File: src/rtl/if_id_queue.sv
// Fetch-to-decode instruction queue: circular buffer of {PC, instruction} pairs.
// Define IF_ID_BYPASS_EN to let an empty queue forward fetch data to decode in the same cycle.
module if_id_queue #(
    parameter int DEPTH = 4
) (
    input  logic                     clk,
    input  logic                     rst,
    input  logic [31:0]              PCIn,
    input  logic [31:0]              instructionIn,
    input  logic                     fetchValid,
    output logic                     fetchReady,
    input  logic                     flush,
    output logic [31:0]              PCOut,
    output logic [31:0]              instructionOut,
    output logic                     validOut,
    input  logic                     decodeReady,
    output logic [$clog2(DEPTH):0]   count
);

    localparam int PW = $clog2(DEPTH);
    localparam int CW = PW + 1;

    logic [31:0]   pc_mem  [DEPTH];
    logic [31:0]   ins_mem [DEPTH];
    logic [PW-1:0] wp;
    logic [PW-1:0] rp;

    logic empty;
    logic push;
    logic pop;
    logic wr;
    logic rd;
    logic byp;

    assign empty      = (count == '0);
    assign fetchReady = (count < CW'(DEPTH));
    assign push       = fetchValid & fetchReady;

`ifdef IF_ID_BYPASS_EN
    assign byp = empty & fetchValid & ~flush;
`else
    assign byp = 1'b0;
`endif

    assign validOut = ~empty | byp;
    assign pop      = validOut & decodeReady;

    // A bypassed entry taken by decode is never stored.
    assign wr = push & ~flush & ~(byp & decodeReady);
    assign rd = pop & ~byp & ~flush;

    always_comb begin
        PCOut          = '0;
        instructionOut = '0;
        if (byp) begin
            PCOut          = PCIn;
            instructionOut = instructionIn;
        end else if (!empty) begin
            PCOut          = pc_mem[rp];
            instructionOut = ins_mem[rp];
        end
    end

    // Storage is deliberately left out of reset and flush.
    always_ff @(posedge clk) begin
        if (wr) begin
            pc_mem[wp]  <= PCIn;
            ins_mem[wp] <= instructionIn;
        end
    end

    always_ff @(posedge clk or posedge rst) begin
        if (rst) begin
            wp    <= '0;
            rp    <= '0;
            count <= '0;
        end else if (flush) begin
            wp    <= '0;
            rp    <= '0;
            count <= '0;
        end else begin
            if (wr) wp <= wp + PW'(1);
            if (rd) rp <= rp + PW'(1);
            unique case ({wr, rd})
                2'b10:   count <= count + CW'(1);
                2'b01:   count <= count - CW'(1);
                default: count <= count;
            endcase
        end
    end

endmodule

File: config.mk
export PLATFORM = sky130hd
export DESIGN_NAME = if_id_queue
export DESIGN_NICKNAME = d
export VERILOG_FILES = /design/src/rtl/if_id_queue.sv
export SDC_FILE = /design/constraint.sdc
export NUM_CORES = 1
export LEC_CHECK = 0
export CAP_MARGIN = 20
export CORE_MARGIN = 10
export CORE_UTILIZATION = 40
export CTS_CLUSTER_DIAMETER = 60
export DETAILED_ROUTE_END_ITERATION = 12
export GPL_ROUTABILITY_DRIVEN = 1
export PLACE_DENSITY = 0.59
export SLEW_MARGIN = 20
export SYNTH_ARGS = -nofsm -noshare
export SYNTH_HDL_FRONTEND = slang
export SYNTH_SLANG_ARGS = --single-unit
File: constraint.sdc
create_clock -name clk -period 8.7 [get_ports clk]
set_input_delay 1.74 -clock clk [delete_from_list [all_inputs] [get_ports clk]]
set_output_delay 1.74 -clock clk [all_outputs]
set_load 0.01 [all_outputs]
* Word-level counts from Yosys, hierarchy flattened
Memory sizes are Yosys's and may differ from the RTL's.
Cells that the tools add are included.
Widths: inputs -> output; s select.
** Cells by class
- Reductions and logical operators :: 4
- Equality and inequality tests :: 2
- $add $sub $neg :: 4
- Bitwise logic cells :: 6
- Order comparisons :: 1
- Multiplexer cells :: 10
** Operators with widths (count)
- $mux 32 :: 2
- $mux 2 :: 4
- $pmux 3 s2 :: 1
- $add 2x1->2 const B :: 2
- $and 1x1->1 :: 4
- $reduce_bool 2->1 :: 2
- $add 3x1->3 const B :: 1
- $logic_not 3->1 :: 1
- $lt 3x3->1 const B :: 1
- $mux 3 :: 1
- $reduce_bool 3->1 :: 1
- $sub 3x1->3 const B :: 1
- $eq 2x1->1 const B :: 1
- $eq 2x2->1 const B :: 1
- $mux 1 :: 2
- $not 1->1 :: 2
** Storage, ports and cells
- Output and inout port bits :: 69
- Input bits :: 69
- Word-level logic and storage cells :: 32
- Bits in registers :: 7
- Memory bits (writable) :: 256
- Memories kept :: 2
** Memories
- ins_mem :: depth 4, bits a word 32, read ports 1, clocked after memory_dff 0, wr ports 1, RTL line 24 : logic [31:0] ins_mem [DEPTH];
- pc_mem :: depth 4, bits a word 32, read ports 1, clocked after memory_dff 0, wr ports 1, RTL line 23 : logic [31:0] pc_mem [DEPTH];

* Depth between registers and ports, before layout
Gate-level depths: netlist (run 1).
- Depth in word-level cells :: 7
- Mapped depth :: 10
- Mapped depth without buffers :: 8

* Worst setup path after synthesis (run 1)
Ideal clock, no wire load.
- Path kind :: input -> register
- From :: in flush
- To :: mem ins_mem[0][0], enable pin
- Arrival :: 3.612 ns
- Buffers on the path :: 1
- Data required time :: 8.271 ns
- Stages on the path :: 3
- Setup time :: 0.429 ns
- Path slack :: 4.659 ns
- Cell sequence :: clkbuf_1 > nor2_1 > and2_1
** Between the ends
- Word-level cells in the longest chain between the ends :: 4
** RTL lines
- start: declaration :: RTL line 12 : input logic flush,
- $not 1->1 :: RTL line 49 : assign wr = push & ~flush & ~(byp & decodeReady);
- $and 1x1->1 :: RTL line 49
- $mux 1 :: RTL line 66 : if (wr) begin
- $mux 1 (implied by the code) :: RTL line 68 : ins_mem[wp] <= instructionIn;
- end: declaration :: RTL line 24
No other way between the ends.

* Worst setup path after layout (run 1)
- From :: reg rp[0]
- To :: out instructionOut[21]
** Between the ends
- Word-level cells in the longest chain between the ends :: 2
** RTL lines
- start: declaration :: RTL line 26 : logic [PW-1:0] rp;
- start signal: assignment :: RTL line 83 : if (rd) rp <= rp + PW'(1);
- $mem_v2 4x32
- $mux 32 :: RTL line 58 : end else if (!empty) begin
- end: declaration :: RTL line 14 : output logic [31:0] instructionOut,
No other way between the ends.

==> results.md, run 1 <==
* Status: complete, no violations
* DR iter-0 viols at 285
* Clock slew at reported path FFs at 0.06 ns
* Most frequent cells in the layout: 256 x edfxtp_1, 137 x clkdlybuf4s50_1, 64 x mux4_2, 64 x and2_1, 29 x clkbuf_16
* Main synth FF type: edfxtp_1
* Initial Util at 0.405
* Post-CTS Hold Fix Bufs at 0
* Port Buffers at 137
* Cell count after synthesis at 467
* Hold Vio Cnt, Final at 0
* Post-synthesis compound-gate area fraction at 0.00652
* Critical Path RT at 6.96 ns
* Pwr/cell area at 233 nW/um^2
* Nets at 685
* CTS buffer count at 28
* GRT Util Overall at 0.125
* Clk_skew at 0.00746 ns
* Slew Viols, Final at 0
* Crit path buffers/inverters at 2
* Distinct cells, synth at 26
* Syn Area/Cell at 21.8 um^2
* Core ar. at 25100 um^2
* Post-route ant nets at 0
* DP Area at 11800 um^2
* Vias in the first global route at 5572
* Unrepaired setup endpoints after global routing: no
* Row count at 58
* Post-synthesis simple-gate area fraction at 0.0521
* Largest net degree at the start of global routing at 68
* Startpoint Class: flip-flop
* Least-Margin Pin Slew at 1.07 ns
* PostCTS Resize Cnt at 0
* Global-route wire length before repair at 32500 um
* Layout cells sized above 1 at 0.170
* Via density at 5.01
* Die H at 180 um
* DR pass1 iterations at 4
* CTS root buf: clkbuf_16
* Critical Path Sink Type: primary output
* Synth Area in Adders at 0.00689
* Delay-heaviest family, CP: buffers and inverters
* VDD IR-drop max at 183 uV
* Final Non-Filler Cells at 960
* Slowest CP cell: dfrtp_4
* Post-layout util at 0.505
* Placed cell count at 911
* Lkg Pwr at 3.99 nW
* Synthesized flop and latch total at 263
* Syn nets at 541
* # diodes at 0
* Tightest Hold Check Type: flip-flop to flip-flop
* Setup violators final at 0
* Die Area at 32200 um^2
* Die W at 180 um
* Worst skew pair latency at 0.52 ns
* Post-synthesis mux area share at 0.143
* Post-synthesis instance area at 10200 um^2
* Gp weighted congestion at 0.691
* Period utilisation layout at 0.590
* Final worst setup slack at 3.56 ns
* Total power at 2.96 mW
* Setup CP Type: flip-flop to primary output
* Avg WL per Cell at 21.2 um
* WHS at 0.589 ns
* Post-synth EDFFs at 256
* DP HPWL at 11700 um
* CTS tree: yes
* Setup Fix Bufs, Post-CTS at 0
* Yosys warns at 0
* CP arrival at 3.40 ns
* Max_slew headroom at 0.287
* Design Area, Final at 12700 um^2
* Routed WL at 20400 um
* Total gr overflow at 0
* Largest family of logic cells by synthesized area: multiplexers
* Area delta synth->final at 24.6%
* Synth Area in XOR/XNOR at 0.00344
* Crit path cell chain: buf_4 -> mux4_2 -> and2_1 -> clkdlybuf4s50_1
* IO Pins at 138
* Min cycle time layout at 5.14 ns
* Htree depth at 1
* Residual DRC count at 0
* Initial antenna violation count at 1
* TNS Setup at 0 ns
* Register area share after synthesis at 0.773
* Setup WS pre-CTS at 3.97 ns
* Synth async-reset ratio at 0.0266
* Max clock buf depth at 3
* Most common cell after layout, fill and taps aside: edfxtp_1
* Delay of the slowest cell on the worst path at 0.81 ns
* Sinks on Clock Net at 263
* Crit Path Max Fanout at 39
* Max Freq at 195 MHz
* Total of max-cap violations at 0
* Vias at 4809
## cells in the mapped netlist (3+ instances only)
cell,n,area [um^2]
ha_1,4,50.1
xor2_1,3,26.3
inv_1,4,15.0
buf_2,8,40.0
and2_1,68,425
mux4_2,64,1440
nor2_1,5,18.8
nand2_1,8,30.0
o21ai_0,5,25.0
buf_6,5,56.3
nand3_1,3,15.0
a21oi_1,5,25.0
dfrtp_1,7,175
edfxtp_1,256,7690
clkbuf_1,9,33.8
## metal layers
metal / up-vias / part of all wire / global-route usage
li1: 2178 / - / -
met1: 2462 / 0.41 / 0.150
met2: 129 / 0.50 / 0.214
met3: 38 / 0.065 / 0.0392
met4: 2 / 0.022 / 0.0304
met5: - / 0.00039 / 0
## logic make-up (layout without fill, tap and decap cells)
kind of cell               Yosys count  count (layout)
AOI/OAI and AO/OA                   12              12
buffers and inverters               28             191
DFF                                263             263
muxes                               65              65
xor gates and xnor gates             4               4
and+or+nand+nor                     90              90
adders and majority gates            5               5
## flip-flops by register name, summed over array words and instances (netlist names)
signal and count:
ins_mem 128, pc_mem 128, count 3, wp 2
rp 2
## where the power goes
part | switching, mW | leakage (nW) | total (mW) | internal (mW)
combinational | 0.177 | 1.17 | 0.414 | 0.237
sequential | 0.0321 | 2.41 | 1.46 | 1.43
clock | 0.443 | 0.405 | 1.08 | 0.638
## path summary, 6_finish.rpt
path | startpoint | to | slack, ns | cells after the start
worst min register to register | wp[0] | wp[0] | 0.59 | 2
max in group asynchronous | rst | rp[0] | 6.98 | 2
worst max-delay path | rp[0] | instructionOut[21] | 3.56 | 4
min in group asynchronous | rst | rp[1] | 1.46 | 2
worst min-delay path | wp[0] | wp[0] | 0.59 | 2
worst max register to register | count[1] | count[2] | 6.11 | 8
## cell type report
| type | instances | area, um^2 |
|---|---|---|
| clock buffer | 41 | 771 |
| clock inverter | 8 | 65.1 |
| fill | 2083 | 12400 |
| inverter | 4 | 15.0 |
| multi-input combinational | 176 | 2160 |
| sequential | 263 | 7870 |
| tap | 330 | 413 |
| timing repair buffer | 138 | 1380 |
## tightest hold or removal path, cell delays in order, from the launching register on
cell	delay (ns)
dfrtp_1	0.42
nand2_1	0.08
a21oi_1	0.06
No activity file was read; power rests on OpenSTA's default activity.
==> run 2, diff against run 1 <==
==> constraint.sdc (replaced) <==
create_clock -name clk -period 5.28 [get_ports clk]
set_input_delay 1.056 -clock clk [delete_from_list [all_inputs] [get_ports clk]]
set_output_delay 1.056 -clock clk [all_outputs]
set_load 0.01 [all_outputs]
==> results.md, run 2 (synthesis results as in run 1) <==
* Die H at 180 um
* DP Area at 11900 um^2
* Setup CP Type: flip-flop to primary output
* Largest registers: ins_mem: 128 flops, pc_mem: 128 flops, count: 3 flops
* Slowest CP cell: dfrtp_4
* Nets at 684
* Residual DRC count at 0
* Avg WL per Cell at 21.0 um
* Crit path cell chain: buf_12 -> mux4_2 -> and2_1 -> clkdlybuf4s50_1
* PostCTS Resize Cnt at 0
* Vias at 4800
* Cell-internal power at 3.78 mW
* Layout cells sized above 1 at 0.169
* Via density at 5.00
* Total gr overflow at 0
* Most common cell after layout, fill and taps aside: edfxtp_1
* Initial antenna violation count at 1
* CTS tree: yes
* Crit path buffers/inverters at 2
* Post-CTS Hold Fix Bufs at 0
* VDD IR-drop max at 264 uV
* Row count at 58
* IO Pins at 138
* Worst r2r src: count[0]
* Final worst setup slack at 1.19 ns
* Total of max-cap violations at 0
* Post-route ant nets at 0
* Max Freq at 245 MHz
* Sw Share at 0.220
* Delay-heaviest family, CP: buffers and inverters
* Placed cell count at 911
* Setup violators final at 0
* Period utilisation layout at 0.774
* Crit Path Max Fanout at 39
* Total power at 4.85 mW
* Sinks on Clock Net at 263
* Die W at 180 um
* Reg2reg path depth at 8
* Vias in the first global route at 5427
* Multi-input logic area at 2160 um^2
* FILL cells at 2073
* Port Buffers at 137
* DR iter-0 viols at 420
* Setup Fix Bufs, Post-CTS at 0
* Min cycle time layout at 4.09 ns
* Largest net degree at the start of global routing at 68
* Hold Vio Cnt, Final at 0
* Routed WL at 20200 um
* DR pass1 iterations at 6
* Critical Path Sink Type: primary output
* Worst skew pair latency at 0.52 ns
* CTS buffer count at 27
* Post-layout util at 0.505
* Unrepaired setup endpoints after global routing: no
* Max clock buf depth at 3
* Switching power at 1.07 mW
* Gp weighted congestion at 0.702
* CTS root buf: clkbuf_16
* CP arrival at 3.03 ns
* Slew Viols, Final at 0
* Lkg Pwr at 3.99 nW
* GRT Util Overall at 0.124
* Clock slew at reported path FFs at 0.06 ns
* Tightest Hold Check Type: flip-flop to flip-flop
* Final Non-Filler Cells at 960
* Clock power frac at 0.363
* Setup crit start: rp[0]
* Max_slew headroom at 0.284
* Initial Util at 0.405
* Startpoint Class: flip-flop
* DP HPWL at 11400 um
* WHS at 0.586 ns
* Global-route wire length before repair at 32100 um
* Sequential power share at 0.497
* Hold-critical path depth at 2
* Pwr/cell area at 383 nW/um^2
* TNS Setup at 0 ns
* Delay of the slowest cell on the worst path at 0.81 ns
* Htree depth at 1
* Crit. path cell count at 4
* Design Area, Final at 12700 um^2
* Status: complete, no violations
* Sequential Area at 7870 um^2
* Combinational Power Share at 0.141
* Least-Margin Pin Slew at 1.07 ns
* Most frequent cells in the layout: 256 x edfxtp_1, 137 x clkdlybuf4s50_1, 64 x mux4_2, 64 x and2_1, 27 x clkbuf_16
* Core ar. at 25100 um^2
* Setup WS pre-CTS at 1.65 ns
* Die Area at 32200 um^2
* Critical Path RT at 4.22 ns
* Hold wc startpoint: wp[1]
* Clk_skew at 0.0115 ns
* Area delta synth->final at 24.5%
[run 2: layer usage]
layer | track usage | share of wire | wire length, um
met5 | 0 | 0 | 0
met4 | 0.0304 | 0.015 | 312
met3 | 0.0365 | 0.063 | 1270
met2 | 0.214 | 0.51 | 10200
met1 | 0.149 | 0.42 | 8400
[run 2: layout make-up]
type	count	area share
well taps	330	0.0326
flip-flops and latches	263	0.621
clock inverters	14	0.00908
diodes	1	0.000197
multi-input cells	176	0.171
clock buffers	34	0.0554
repair buffers	138	0.110
inverters	4	0.00118
[run 2: final timing paths]
check / end / slack [ns]
min in group asynchronous: rp[0] / 0.78
max in group asynchronous: rp[1] / 4.24
worst max register to register: count[2] / 2.70
worst max-delay path: instructionOut[12] / 1.19
worst min-delay path: wp[1] / 0.59
worst min register to register: wp[1] / 0.59
[run 2: power by group through the flow]
stage | sequential [mW] | clock [mW] | combinational (mW)
floorplan | 2.42 | 0 | 0.392
global placement | 2.45 | 0 | 0.701
detailed placement | 2.46 | 0 | 0.702
CTS | 2.41 | 1.81 | 0.707
global route | 2.42 | 1.90 | 0.747
finish | 2.41 | 1.76 | 0.683
[run 2: worst register-to-register path: cells and delay by family (launching register included)]
kind | cells | cell delay (ns)
simple gates | 5 | 1.39
flops | 1 | 0.49
fa+ha+maj | 1 | 0.41
compound gates | 2 | 0.21
